==> src/rtl/jfifo_sched_if.sv <==
// Bundles the producer, FIFO and consumer signals of the jFIFO scheduler.
// The master modport is the scheduler's view. The slave modport is the surrounding logic's view.
interface jfifo_sched_if #(
   parameter int WIDTH = 8,
   parameter int CNT_W = 16
);
   logic             req0;
   logic [WIDTH-1:0] data0;
   logic             gnt0;
   logic             req1;
   logic [WIDTH-1:0] data1;
   logic             gnt1;
   logic             fifo_wn;
   logic [WIDTH-1:0] fifo_din;
   logic             fifo_full;
   logic             fifo_rn;
   logic [WIDTH-1:0] fifo_dout;
   logic             fifo_empty;
   logic             out_valid;
   logic [WIDTH-1:0] out_data;
   logic             out_ready;
   logic [CNT_W-1:0] gcnt0;
   logic [CNT_W-1:0] gcnt1;

   modport master (
      input  req0, data0, req1, data1, fifo_full, fifo_dout, fifo_empty, out_ready,
      output gnt0, gnt1, fifo_wn, fifo_din, fifo_rn, out_valid, out_data, gcnt0, gcnt1
   );

   modport slave (
      output req0, data0, req1, data1, fifo_full, fifo_dout, fifo_empty, out_ready,
      input  gnt0, gnt1, fifo_wn, fifo_din, fifo_rn, out_valid, out_data, gcnt0, gcnt1
   );
endinterface

==> src/rtl/jfifo_sched.sv <==
// Shares one jFIFO-style queue between two producers and one consumer.
// Write side: a round-robin arbiter drives the single FIFO write port.
// Read side: a two-state FSM pops the FIFO and presents each word as a valid/ready stream.
module jfifo_sched #(
   parameter int WIDTH = 8,
   parameter int CNT_W = 16
) (
   input  logic              clock,
   input  logic              reset,
   jfifo_sched_if.master     bus
);

   typedef enum logic {R_IDLE, R_VALID} rd_state_t;

   localparam logic [CNT_W-1:0] CNT_MAX = '1;

   rd_state_t        rd_state;
   rd_state_t        rd_state_nx;
   logic             last_gnt;
   logic             gnt0;
   logic             gnt1;
   logic             rn;
   logic [WIDTH-1:0] din;
   logic [CNT_W-1:0] gcnt0_q;
   logic [CNT_W-1:0] gcnt1_q;

   // Grant selection: a full FIFO blocks every grant. When both producers request, the one not served last is granted.
   always_comb begin
      gnt0 = 1'b0;
      gnt1 = 1'b0;
      if (reset && !bus.fifo_full) begin
         if (bus.req0 && bus.req1) begin
            gnt0 = last_gnt;
            gnt1 = !last_gnt;
         end else begin
            gnt0 = bus.req0;
            gnt1 = bus.req1;
         end
      end
   end

   // Write data mux: producer 1 data only while producer 1 is granted.
   always_comb begin
      din = bus.data0;
      if (gnt1) begin
         din = bus.data1;
      end
   end

   // Round-robin pointer: remembers the most recently granted producer.
   always_ff @(posedge clock or negedge reset) begin
      if (!reset) begin
         last_gnt <= 1'b1;
      end else if (gnt0) begin
         last_gnt <= 1'b0;
      end else if (gnt1) begin
         last_gnt <= 1'b1;
      end
   end

   // Per-producer grant counters: each one stops at all-ones.
   always_ff @(posedge clock or negedge reset) begin
      if (!reset) begin
         gcnt0_q <= '0;
         gcnt1_q <= '0;
      end else begin
         if (gnt0 && (gcnt0_q != CNT_MAX)) begin
            gcnt0_q <= gcnt0_q + 1'b1;
         end
         if (gnt1 && (gcnt1_q != CNT_MAX)) begin
            gcnt1_q <= gcnt1_q + 1'b1;
         end
      end
   end

   // Read FSM state register. Reset discards any word waiting for the consumer.
   always_ff @(posedge clock or negedge reset) begin
      if (!reset) begin
         rd_state <= R_IDLE;
      end else begin
         rd_state <= rd_state_nx;
      end
   end

   // Read FSM next state and read enable: the FIFO is popped whenever the output slot is empty or being consumed.
   always_comb begin
      rd_state_nx = rd_state;
      rn          = 1'b0;
      case (rd_state)
         R_IDLE: begin
            rn = !bus.fifo_empty;
            if (rn) begin
               rd_state_nx = R_VALID;
            end
         end
         R_VALID: begin
            if (bus.out_ready) begin
               rn          = !bus.fifo_empty;
               rd_state_nx = rn ? R_VALID : R_IDLE;
            end
         end
         default: begin
            rd_state_nx = R_IDLE;
         end
      endcase
      if (!reset) begin
         rn = 1'b0;
      end
   end

   assign bus.gnt0      = gnt0;
   assign bus.gnt1      = gnt1;
   assign bus.fifo_wn   = gnt0 | gnt1;
   assign bus.fifo_din  = din;
   assign bus.fifo_rn   = rn;
   assign bus.out_valid = (rd_state == R_VALID);
   assign bus.out_data  = bus.fifo_dout;
   assign bus.gcnt0     = gcnt0_q;
   assign bus.gcnt1     = gcnt1_q;

   a_gnt_onehot : assert property (@(posedge clock) disable iff (!reset) !(gnt0 && gnt1));
   a_no_wr_full : assert property (@(posedge clock) disable iff (!reset) bus.fifo_full |-> !bus.fifo_wn);

endmodule

==> src/flat_wrapper.sv <==
// flat-port wrapper written by rule: the top's interface ports become plain ports
module jfifo_sched_flat 
#(
   parameter int WIDTH = 8,
   parameter int CNT_W = 16
)
  (clock, reset, bus_req0, bus_data0, bus_req1, bus_data1, bus_fifo_full, bus_fifo_dout, bus_fifo_empty, bus_out_ready, bus_gnt0, bus_gnt1, bus_fifo_wn, bus_fifo_din, bus_fifo_rn, bus_out_valid, bus_out_data, bus_gcnt0, bus_gcnt1);
  jfifo_sched_if #(.WIDTH(WIDTH), .CNT_W(CNT_W)) bus_i ();
  input  logic clock;
  input  logic reset;
  input wire logic [$bits(bus_i.req0)-1:0] bus_req0;
  input wire logic [$bits(bus_i.data0)-1:0] bus_data0;
  input wire logic [$bits(bus_i.req1)-1:0] bus_req1;
  input wire logic [$bits(bus_i.data1)-1:0] bus_data1;
  input wire logic [$bits(bus_i.fifo_full)-1:0] bus_fifo_full;
  input wire logic [$bits(bus_i.fifo_dout)-1:0] bus_fifo_dout;
  input wire logic [$bits(bus_i.fifo_empty)-1:0] bus_fifo_empty;
  input wire logic [$bits(bus_i.out_ready)-1:0] bus_out_ready;
  output wire logic [$bits(bus_i.gnt0)-1:0] bus_gnt0;
  output wire logic [$bits(bus_i.gnt1)-1:0] bus_gnt1;
  output wire logic [$bits(bus_i.fifo_wn)-1:0] bus_fifo_wn;
  output wire logic [$bits(bus_i.fifo_din)-1:0] bus_fifo_din;
  output wire logic [$bits(bus_i.fifo_rn)-1:0] bus_fifo_rn;
  output wire logic [$bits(bus_i.out_valid)-1:0] bus_out_valid;
  output wire logic [$bits(bus_i.out_data)-1:0] bus_out_data;
  output wire logic [$bits(bus_i.gcnt0)-1:0] bus_gcnt0;
  output wire logic [$bits(bus_i.gcnt1)-1:0] bus_gcnt1;
  assign bus_i.req0 = bus_req0;
  assign bus_i.data0 = bus_data0;
  assign bus_i.req1 = bus_req1;
  assign bus_i.data1 = bus_data1;
  assign bus_i.fifo_full = bus_fifo_full;
  assign bus_i.fifo_dout = bus_fifo_dout;
  assign bus_i.fifo_empty = bus_fifo_empty;
  assign bus_i.out_ready = bus_out_ready;
  assign bus_gnt0 = bus_i.gnt0;
  assign bus_gnt1 = bus_i.gnt1;
  assign bus_fifo_wn = bus_i.fifo_wn;
  assign bus_fifo_din = bus_i.fifo_din;
  assign bus_fifo_rn = bus_i.fifo_rn;
  assign bus_out_valid = bus_i.out_valid;
  assign bus_out_data = bus_i.out_data;
  assign bus_gcnt0 = bus_i.gcnt0;
  assign bus_gcnt1 = bus_i.gcnt1;
  jfifo_sched #(.WIDTH(WIDTH), .CNT_W(CNT_W)) u_core (.clock(clock), .reset(reset), .bus(bus_i));
endmodule
==> config.mk <==
export PLATFORM = sky130hd
export DESIGN_NAME = jfifo_sched_flat
export DESIGN_NICKNAME = d
export VERILOG_FILES = /design/src/rtl/jfifo_sched_if.sv /design/src/rtl/jfifo_sched.sv /design/src/flat_wrapper.sv
export SDC_FILE = /design/constraint.sdc
export NUM_CORES = 1
export LEC_CHECK = 0
export ABC_CLOCK_PERIOD_IN_PS = 2300
export CAP_MARGIN = 20
export CORE_UTILIZATION = 42
export DETAILED_ROUTE_END_ITERATION = 16
export PLACE_DENSITY = 0.8
export RECOVER_POWER = 50
export SYNTH_ARGS = -nofsm -noshare
export SYNTH_HDL_FRONTEND = slang
export SYNTH_SLANG_ARGS = --single-unit
export TNS_END_PERCENT = 20
==> constraint.sdc <==
create_clock -name clock -period 2.3 [get_ports clock]
set_input_delay 0.345 -clock clock [delete_from_list [all_inputs] [get_ports clock]]
set_output_delay 0.345 -clock clock [all_outputs]
set_load 0.005 [all_outputs]
# Word level (Yosys, flattened, before mapping)
# Cells that the tools add are included.
totals:
  regBits: 34
  in_bits: 31
  out_inout_bits: 53
classes:
  add_sub_neg: 2
  n_eq_ne: 2
  mux: 13
  bitwise: 2
  n_reduce_logical: 8
op_table:
  columns: ["cell", "n"]
  rows:
  - ["adder 16 x 1 -> 16 bit, second input constant", 2]
  - ["!= test 16 bit, second input constant", 2]
  - ["two-way mux 1 bit", 10]
  - ["two-way mux 8 bit", 1]
  - ["logical AND 1 bit", 4]
  - ["one-hot mux 1 bit (2 select lines)", 2]
  - ["zero test 1 bit", 3]
  - ["nonzero test 2 bit", 1]
  - ["inverter 1 bit", 1]
  - ["OR 1 bit", 1]

# Logic depth before layout (Yosys ltp)
# Gate-level depths: netlist of run 1.
logic_depth:
  ltp_word: 5
  depth_mapped: 6
  depth_no_buf: 5

# Least setup slack after synthesis of run 1
# Ideal clock, no wire load.
synth_path:
  kind: "reg2reg"
  start: "register u_core.gcnt1_q[0] (netlist: u_core.bus.gcnt1[0])"
  end: "register u_core.gcnt1_q[8] (netlist: u_core.bus.gcnt1[8])"
  arrival_ns: 1.592
  required_ns: 2.221
  path_slack_ns: 0.629
  stages_incl_launch_ff: 7
  path_buffers: 1
  synth_period_minus_slack_ns: 1.671
  cell_sequence: "dfrtp_1 ha_1 nand3_2 or3b_1 buf_6 nor4_2 xor2_1"
synth_between:
  elab_chain_cells: 2
  elab_cells_between_ends: 3
  cone_classes: "add/sub (1); eq/ne (1); reduce/logical (1)"
synth_rtl:
  columns: ["item", "line", "text"]
  rows:
  - ["start: declaration", "jfifo_sched.sv:25", "logic [CNT_W-1:0] gcnt1_q;"]
  - ["start signal: assignment", "jfifo_sched.sv:71", "gcnt1_q <= gcnt1_q + 1'b1;"]
  - ["parallel branches: the longest is 2 deep, another holds adder 16 x 1 -> 16 bit", null, null]
# Parallel ways; which one is timed is not known.
# A chain may end at the register's enable or synchronous reset.

# Worst setup path in the final report of run 1
layout_path:
  start: "input reset"
  end: "output bus_fifo_rn"
layout_between:
  elab_chain_cells: 1
layout_rtl:
  columns: ["item", "line", "text"]
  rows:
  - ["start: declaration", "flat_wrapper.sv:10", "input logic reset;"]
  - ["two-way mux 1 bit", "jfifo_sched.sv:106", "if (!reset) begin"]
  - ["end: declaration", "flat_wrapper.sv:23", "output wire logic [$bits(bus_i.fifo_rn)-1:0] bus_fifo_rn;"]
# No other way between the ends.

==> metrics.cfg, run 1 <==
[yosys]
synth_seq_cells = 34
synth-seq-area-share = 0.448
syn_nets = 226
ys_types = 43
synth.avg_cell_area_sq_um = 9.85
synth_flop_cell = dfrtp_1
synth_edf_count = 0
yosys_warnings = 0
syn_inst = 193
synthesis.area_sq_mm = 0.00190
async_flop_share = 1.00

[detailed_routing]
dr.pass1.iters = 4
wl_per_cell_um = 13.4
final_antenna_net_count = 0
via_per_inst = 5.19
drcViolationCount = 0
vias = 1670
drt_iter0_drc = 42
wirelength_um = 4320

[timing]
maxSlewViolCount = 0
min_period_ns = 2.25
fin_ws_ns = 0.0513
fin_crit_sh = 0.978
final-hold-violation-count = 0
setup_viol = 0
worstMarginPinSlew_ns = 0.636
skew_ns = 0.00711
fmax_ghz = 0.445
max_slew_margin = 0.576

[global_route]
grt_pass1_wl_um = 7210
antenna_found_initial = 0
grt.overflow.total = 0
grt_max_degree = 27
grt_pass1_vias = 1557
track_usage = 0.189

[placed_design]
gp_congestion = 0.886
dp_hpwl_um = 3190
io_buffers = 67
pre_cts_ws_ns = -0.00539

[final_layout]
nets = 302
n_antenna_cell = 0
syn2layout_area_growth_pct = 44.6
layout-drive-gt1-share = 0.130

[worst_hold_path]
min_path_cells = 3
min-delay-start = reset
hold_class = in2reg
hold_path_end = u_core.last_gnt

[clock_network]
clk_path_buf_depth = 2
cts_tree = built
clk_pin_slew_ns = 0.07
clock-sinks = 34
cts_buffers = 5
cts_root_buf = clkbuf_8
htree_levels = 2
clock_latency_ns = 0.28

[die]
row_count = 24
core_area_sq_mm = 0.00435
die-area_sq_mm = 0.00480
io-pin-count = 84
die_w_um = 69.3
start_util = 0.437
die_h_um = 69.3

[power]
power.leakage_uw = 0.00129
power_uw = 1680
p_per_area_mw_per_mm2 = 612
ir_worst_vdd_v = 0.000460

[critical_path]
r2r-end = u_core.bus.gcnt1[1]
r2r_cells = 5
critPathMaxFanout = 11
path_class = in2out
r2r_start = u_core.bus.gcnt1[0]
arrival_ns = 1.90
worstPathRequired_ns = 1.96
end_kind = primary output
crit_path_start_kind = input pin
ff2ff_setup_slack_ns = 0.29

[outcome]
status = finished, final reports clean

[run]
cap_violations = 0

[synth_stat cells (2+ instances only)]
cell,number,area [sq um]
nor3b_1,4,30.0
ha_1,2,25.0
nand4_1,8,50.1
nor2_1,7,26.3
xor2_1,23,201
nor4_1,3,18.8
nand2b_1,2,12.5
nand2_1,37,139
nand3_1,10,50.1
nor4b_1,3,26.3
dfrtp_1,33,826
and3b_1,2,17.5
and3_1,4,25.0
nor3_1,8,40.0
a21oi_1,2,10.0
mux2_1,2,22.5
nor4_2,3,37.5
buf_4,8,60.1
nor3_2,2,20.0
and2_1,2,12.5
inv_1,3,11.3
xnor2_1,4,35.0
[stage by stage]
step / setup TNS, ns / cell area, sq um / util / hold slack, ns / cells
after floorplan: 0 / 1900 / - / 0.0494 / 193
after global placement: 0 / 2630 / 0.603 / 0.300 / 311
after detailed placement: -0.00539 / 2630 / 0.603 / 0.308 / 311
after CTS: 0 / 2730 / 0.627 / 0.456 / 320
after global routing: -0.00717 / 2750 / 0.632 / 0.507 / 322
final: 0 / 2750 / 0.632 / 0.473 / 322
[placed cells by master (no fill, tap or decap), types with 3 or more instances in the layout]
cell type / netlist / final
dlygate4sd3_1: 0 / 14
nor4b_1: 3 / 3
nand4_1: 8 / 8
xor2_1: 23 / 23
xnor2_1: 4 / 4
nand3_1: 10 / 10
nor4_1: 3 / 4
nand2_1: 37 / 36
nor4_2: 3 / 3
clkbuf_8: 0 / 6
inv_1: 3 / 3
nor3_1: 8 / 8
nor2_1: 7 / 7
nor3b_1: 4 / 4
and3_1: 4 / 4
dfrtp_1: 33 / 33
clkdlybuf4s50_1: 0 / 52
buf_4: 8 / 8
buf_6: 1 / 3
[worst max-delay path by stage]
stage,endpoint,cells after the start,slack [ns],start
finish,bus_fifo_rn,5,0.05,reset
global route,bus_fifo_din[1],7,-0.006,bus_fifo_full
CTS,bus_fifo_din[4],7,0.01,bus_fifo_full
detailed placement,bus_fifo_din[7],7,-0.005,bus_fifo_full
global placement,bus_fifo_din[7],7,0.04,bus_fifo_full
floorplan,u_core.bus.gcnt1[8],6,0.63,u_core.bus.gcnt1[0]
[power by group]
group,switching [uW],internal [uW]
clock,207,244
combinational,149,276
sequential,117,689
[worst max-delay path: stages]
cell	delay, ns
buf_2	0.10
dlygate4sd3_1	0.57
buf_6	0.17
nor3b_1	0.18
clkdlybuf4s50_1	0.53
[state kept, by name, summed over array words and instances, names as in the netlist]
signal	cells
u_core.bus.out_valid	1
u_core.bus.gcnt1	16
u_core.bus.gcnt0	16
u_core.last_gnt	1
[timing repair]
item,in CTS,in global routing
setup endpoints to repair,3,9
gates cloned,0,1
endpoints found under the hold margin,8,0
hold buffers,1,0
pin swaps,0,1
buffers inserted,0,1
gates resized for setup,1,9
[per-layer routing]
layer,vias up,share of wire,track usage
li1,815,-,-
met1,780,0.45,0.239
met2,69,0.45,0.298
met3,6,0.080,0.0654
met4,0,0.012,0.0748
met5,-,0,0
[layout make-up]
cell class	count	area (sq um)
clock buffers	8	90.1
fillers	369	1600
inverters	4	17.5
multi-input cells	144	948
flip-flops and latches	34	852
well taps	52	65.1
repair buffers	80	777
[cell families (layout without fill, tap and decap cells)]
group / count (synthesis) / after routing / synth area share
AND/OR/NAND/NOR: 107 / 107 / 0.330
AO/OA/AOI/OAI: 5 / 5 / 0.0165
buffers and inverters: 15 / 92 / 0.0500
multiplexers: 3 / 3 / 0.0178
adder cells (fa/ha/maj): 2 / 2 / 0.0132
XOR/XNOR: 27 / 27 / 0.124
flip-flops: 34 / 34 / 0.448
Power figures use the tool's default switching activity.
==> run 2: changes to the inputs <==
--- a/config.mk
+++ b/config.mk
@@ -7,6 +7,7 @@
 export LEC_CHECK = 0
 export ABC_CLOCK_PERIOD_IN_PS = 2300
 export CAP_MARGIN = 20
+export CORE_MARGIN = 2
 export CORE_UTILIZATION = 42
 export DETAILED_ROUTE_END_ITERATION = 16
 export PLACE_DENSITY = 0.8
==> run 2 against run 1 <==
Design area fell by 0.23%. Register-to-register slack improved by 0.15 ns. Count of clock-buffer cells in the layout fell by 1. Worst setup slack improved by 0.083 ns. Global-route usage fell by 0.55 points. Utilization fell by 0.14 points. Final cell count rose by 0.31%. Sequential power fell by 0.6%. Die area rose by 5.9%. Sequential share of layout area rose by 0.071 points. Critical path type unchanged. Critical endpoint is now bus_fifo_din[6]. Largest power group unchanged.
==> metrics.cfg, run 2 (synthesis results as in run 1) <==
[outcome]
status = finished, final reports clean  ; unchanged

[detailed_routing]
wl_per_cell_um = 13.5  ; was 13.4 um
drcViolationCount = 0  ; unchanged
via_per_inst = 5.33  ; was 5.19
dr.pass1.iters = 4  ; unchanged
final_antenna_net_count = 0  ; unchanged
wirelength_um = 4360  ; was 4320 um
vias = 1721  ; was 1670
drt_iter0_drc = 115  ; was 42

[final_layout]
design_area_sq_mm = 0.00274  ; was 0.00275 sq mm
fillerInstances = 373  ; was 369
syn2layout_area_growth_pct = 44.3  ; was 44.6%
layout_common_cells = clkdlybuf4s50_1 (50), nand2_1 (36), dfrtp_1 (33), xor2_1 (23), dlygate4sd3_1 (15)  ; was clkdlybuf4s50_1 (52), nand2_1 (36), dfrtp_1 (33), xor2_1 (23), dlygate4sd3_1 (14)
final_common_cell = clkdlybuf4s50_1  ; unchanged
nets = 303  ; was 302
n_antenna_cell = 0  ; unchanged
layout-drive-gt1-share = 0.118  ; was 0.130
multi_input_area_sq_um = 957  ; was 948 sq um
finalNonFillerCells = 323  ; was 322
ff_latch_area_sq_um = 852  ; unchanged

[critical_path]
r2r_cells = 5  ; unchanged
worstPathRequired_ns = 1.96  ; about the same
crit_path_start_kind = input pin  ; unchanged
arrival_ns = 1.82  ; was 1.90 ns
r2r-end = u_core.bus.gcnt1[8]  ; was u_core.bus.gcnt1[1]
ff2ff_setup_slack_ns = 0.44  ; was 0.29 ns
critPathMaxFanout = 10  ; was 11
worst-path-buf-inv = 3  ; was 4
cp_cell_sequence = clkdlybuf4s50_1 > and3b_1 > nand2_2 > clkinv_2 > nand2_1 > nand2_1 > clkdlybuf4s50_1  ; was buf_2 > dlygate4sd3_1 > buf_6 > nor3b_1 > clkdlybuf4s50_1
r2r_start = u_core.bus.gcnt1[0]  ; unchanged
cpMaxStageDelayCell = clkdlybuf4s50_1  ; was dlygate4sd3_1
max_stage_delay_ns = 0.49  ; was 0.57 ns
path_class = in2out  ; unchanged
end_kind = primary output  ; unchanged
critPathTopFamily = buffers and inverters  ; unchanged

[global_route]
grt_max_degree = 13  ; was 27
track_usage = 0.184  ; was 0.189
grt_pass1_wl_um = 7350  ; was 7210 um
grt_pass1_vias = 1672  ; was 1557
antenna_found_initial = 0  ; unchanged
grt.overflow.total = 0  ; unchanged

[placed_design]
io_buffers = 67  ; unchanged
dp_hpwl_um = 3390  ; was 3190 um
placed_area_sq_mm = 0.00266  ; was 0.00263 sq mm
gp_congestion = 0.853  ; was 0.886
place_inst = 315  ; was 311

[timing]
skew_ns = 0.00206  ; was 0.00711 ns
fin_crit_sh = 0.942  ; was 0.978
maxSlewViolCount = 0  ; unchanged
worstMarginPinSlew_ns = 0.659  ; was 0.636 ns
rsz0062_at_grt = false
min_period_ns = 2.17  ; was 2.25 ns
final-hold-violation-count = 0  ; unchanged
fmax_ghz = 0.462  ; was 0.445 GHz
setup_viol = 0  ; unchanged
max_slew_margin = 0.561  ; was 0.576

[clock_network]
clk_path_buf_depth = 2  ; unchanged
clk_pin_slew_ns = 0.07  ; about the same
ctsHoldBuffers = 0  ; was 1
clock_latency_ns = 0.28  ; about the same
cts-resized-gates = 2  ; was 1
cts_buffers = 5  ; unchanged
clock-sinks = 34  ; unchanged
htree_levels = 2  ; unchanged
cts_root_buf = clkbuf_8  ; unchanged
cts_tree = built  ; unchanged
post_cts_buffers = 0  ; unchanged

[run]
cap_violations = 0  ; unchanged

[power]
p_per_area_mw_per_mm2 = 607  ; was 612 mW/mm^2
ir_worst_vdd_v = 0.000416  ; was 0.000460 V
power.leakage_uw = 0.00130  ; was 0.00129 uW

[die]
io-pin-count = 84  ; unchanged
core_area_sq_mm = 0.00435  ; unchanged
die_w_um = 71.3  ; was 69.3 um
row_count = 24  ; unchanged
start_util = 0.437  ; unchanged
die-area_sq_mm = 0.00508  ; was 0.00480 sq mm
die_h_um = 71.3  ; was 69.3 um

[worst_hold_path]
hold_class = in2async  ; was in2reg

-- run 2: changes by cell type in the layout (fill, tap and decap cells not counted), sizes merged --
cell and change:
inv -1, dlygate4sd2 +1, clkbuf +4, clkdlybuf4s50 -2, clkinv +2, buf -4, dlygate4sd3 +1
-- run 2: how the worst max path moves through the flow --
stage / startpoint / to / slack, ns / cells past startpoint
floorplan: u_core.bus.gcnt1[0] / u_core.bus.gcnt1[8] / 0.63 / 6
global placement: reset / bus_fifo_din[7] / -0.06 / 7
detailed placement: reset / bus_fifo_din[6] / -0.09 / 7
CTS: bus_fifo_full / bus_fifo_din[3] / 0.001 / 7
global route: bus_req1 / bus_fifo_din[3] / 0.04 / 7
finish: bus_req1 / bus_fifo_din[6] / 0.13 / 7
-- run 2: area by class of cell --
| class | instances | share of cell area |
|---|---|---|
| inverters | 4 | 0.00593 |
| clock buffers | 7 | 0.0315 |
| flip-flops and latches | 34 | 0.311 |
| multi-input cells | 144 | 0.349 |
| repair buffers | 81 | 0.278 |
| clock inverters | 1 | 0.00182 |
| well taps | 52 | 0.0237 |
-- run 2: report_power, final --
group	leakage, uW	switching (uW)	internal, uW
Combinational	0.000813	146	267
Clock	0.0000482	209	241
Sequential	0.000440	112	689
Total	0.00130	468	1200
-- run 2: per-layer routing --
metal | track usage | wire (um) | share of wire
met2 | 0.306 | 2010 | 0.46
met3 | 0.0717 | 520 | 0.12
met5 | 0 | 0 | 0
met4 | 0.0650 | 89 | 0.020
met1 | 0.217 | 1740 | 0.40
-- run 2: stage by stage --
stage | util | TNS [ns] | hold WS, ns | total power, uW | setup WS (ns)
2_1_floorplan | - | 0 | 0.0494 | 957 | 0.629
3_3_place_gp | 0.611 | -0.486 | 0.485 | 1240 | -0.0646
3_5_place_dp | 0.611 | -0.645 | 0.491 | 1250 | -0.0906
4_1_cts | 0.632 | 0 | 0.182 | 1720 | 0.00111
5_1_grt | 0.630 | 0 | 0.214 | 1790 | 0.0365
6_report | 0.630 | 0 | 0.200 | 1660 | 0.134
==> run 3: changes to the inputs <==
--- a/config.mk
+++ b/config.mk
@@ -12,6 +12,7 @@
 export DETAILED_ROUTE_END_ITERATION = 16
 export PLACE_DENSITY = 0.8
 export RECOVER_POWER = 50
+export SLEW_MARGIN = 20
 export SYNTH_ARGS = -nofsm -noshare
 export SYNTH_HDL_FRONTEND = slang
 export SYNTH_SLANG_ARGS = --single-unit
==> results of run 3 <==
Final layout, timing and power as in run 2 (identical DEF).
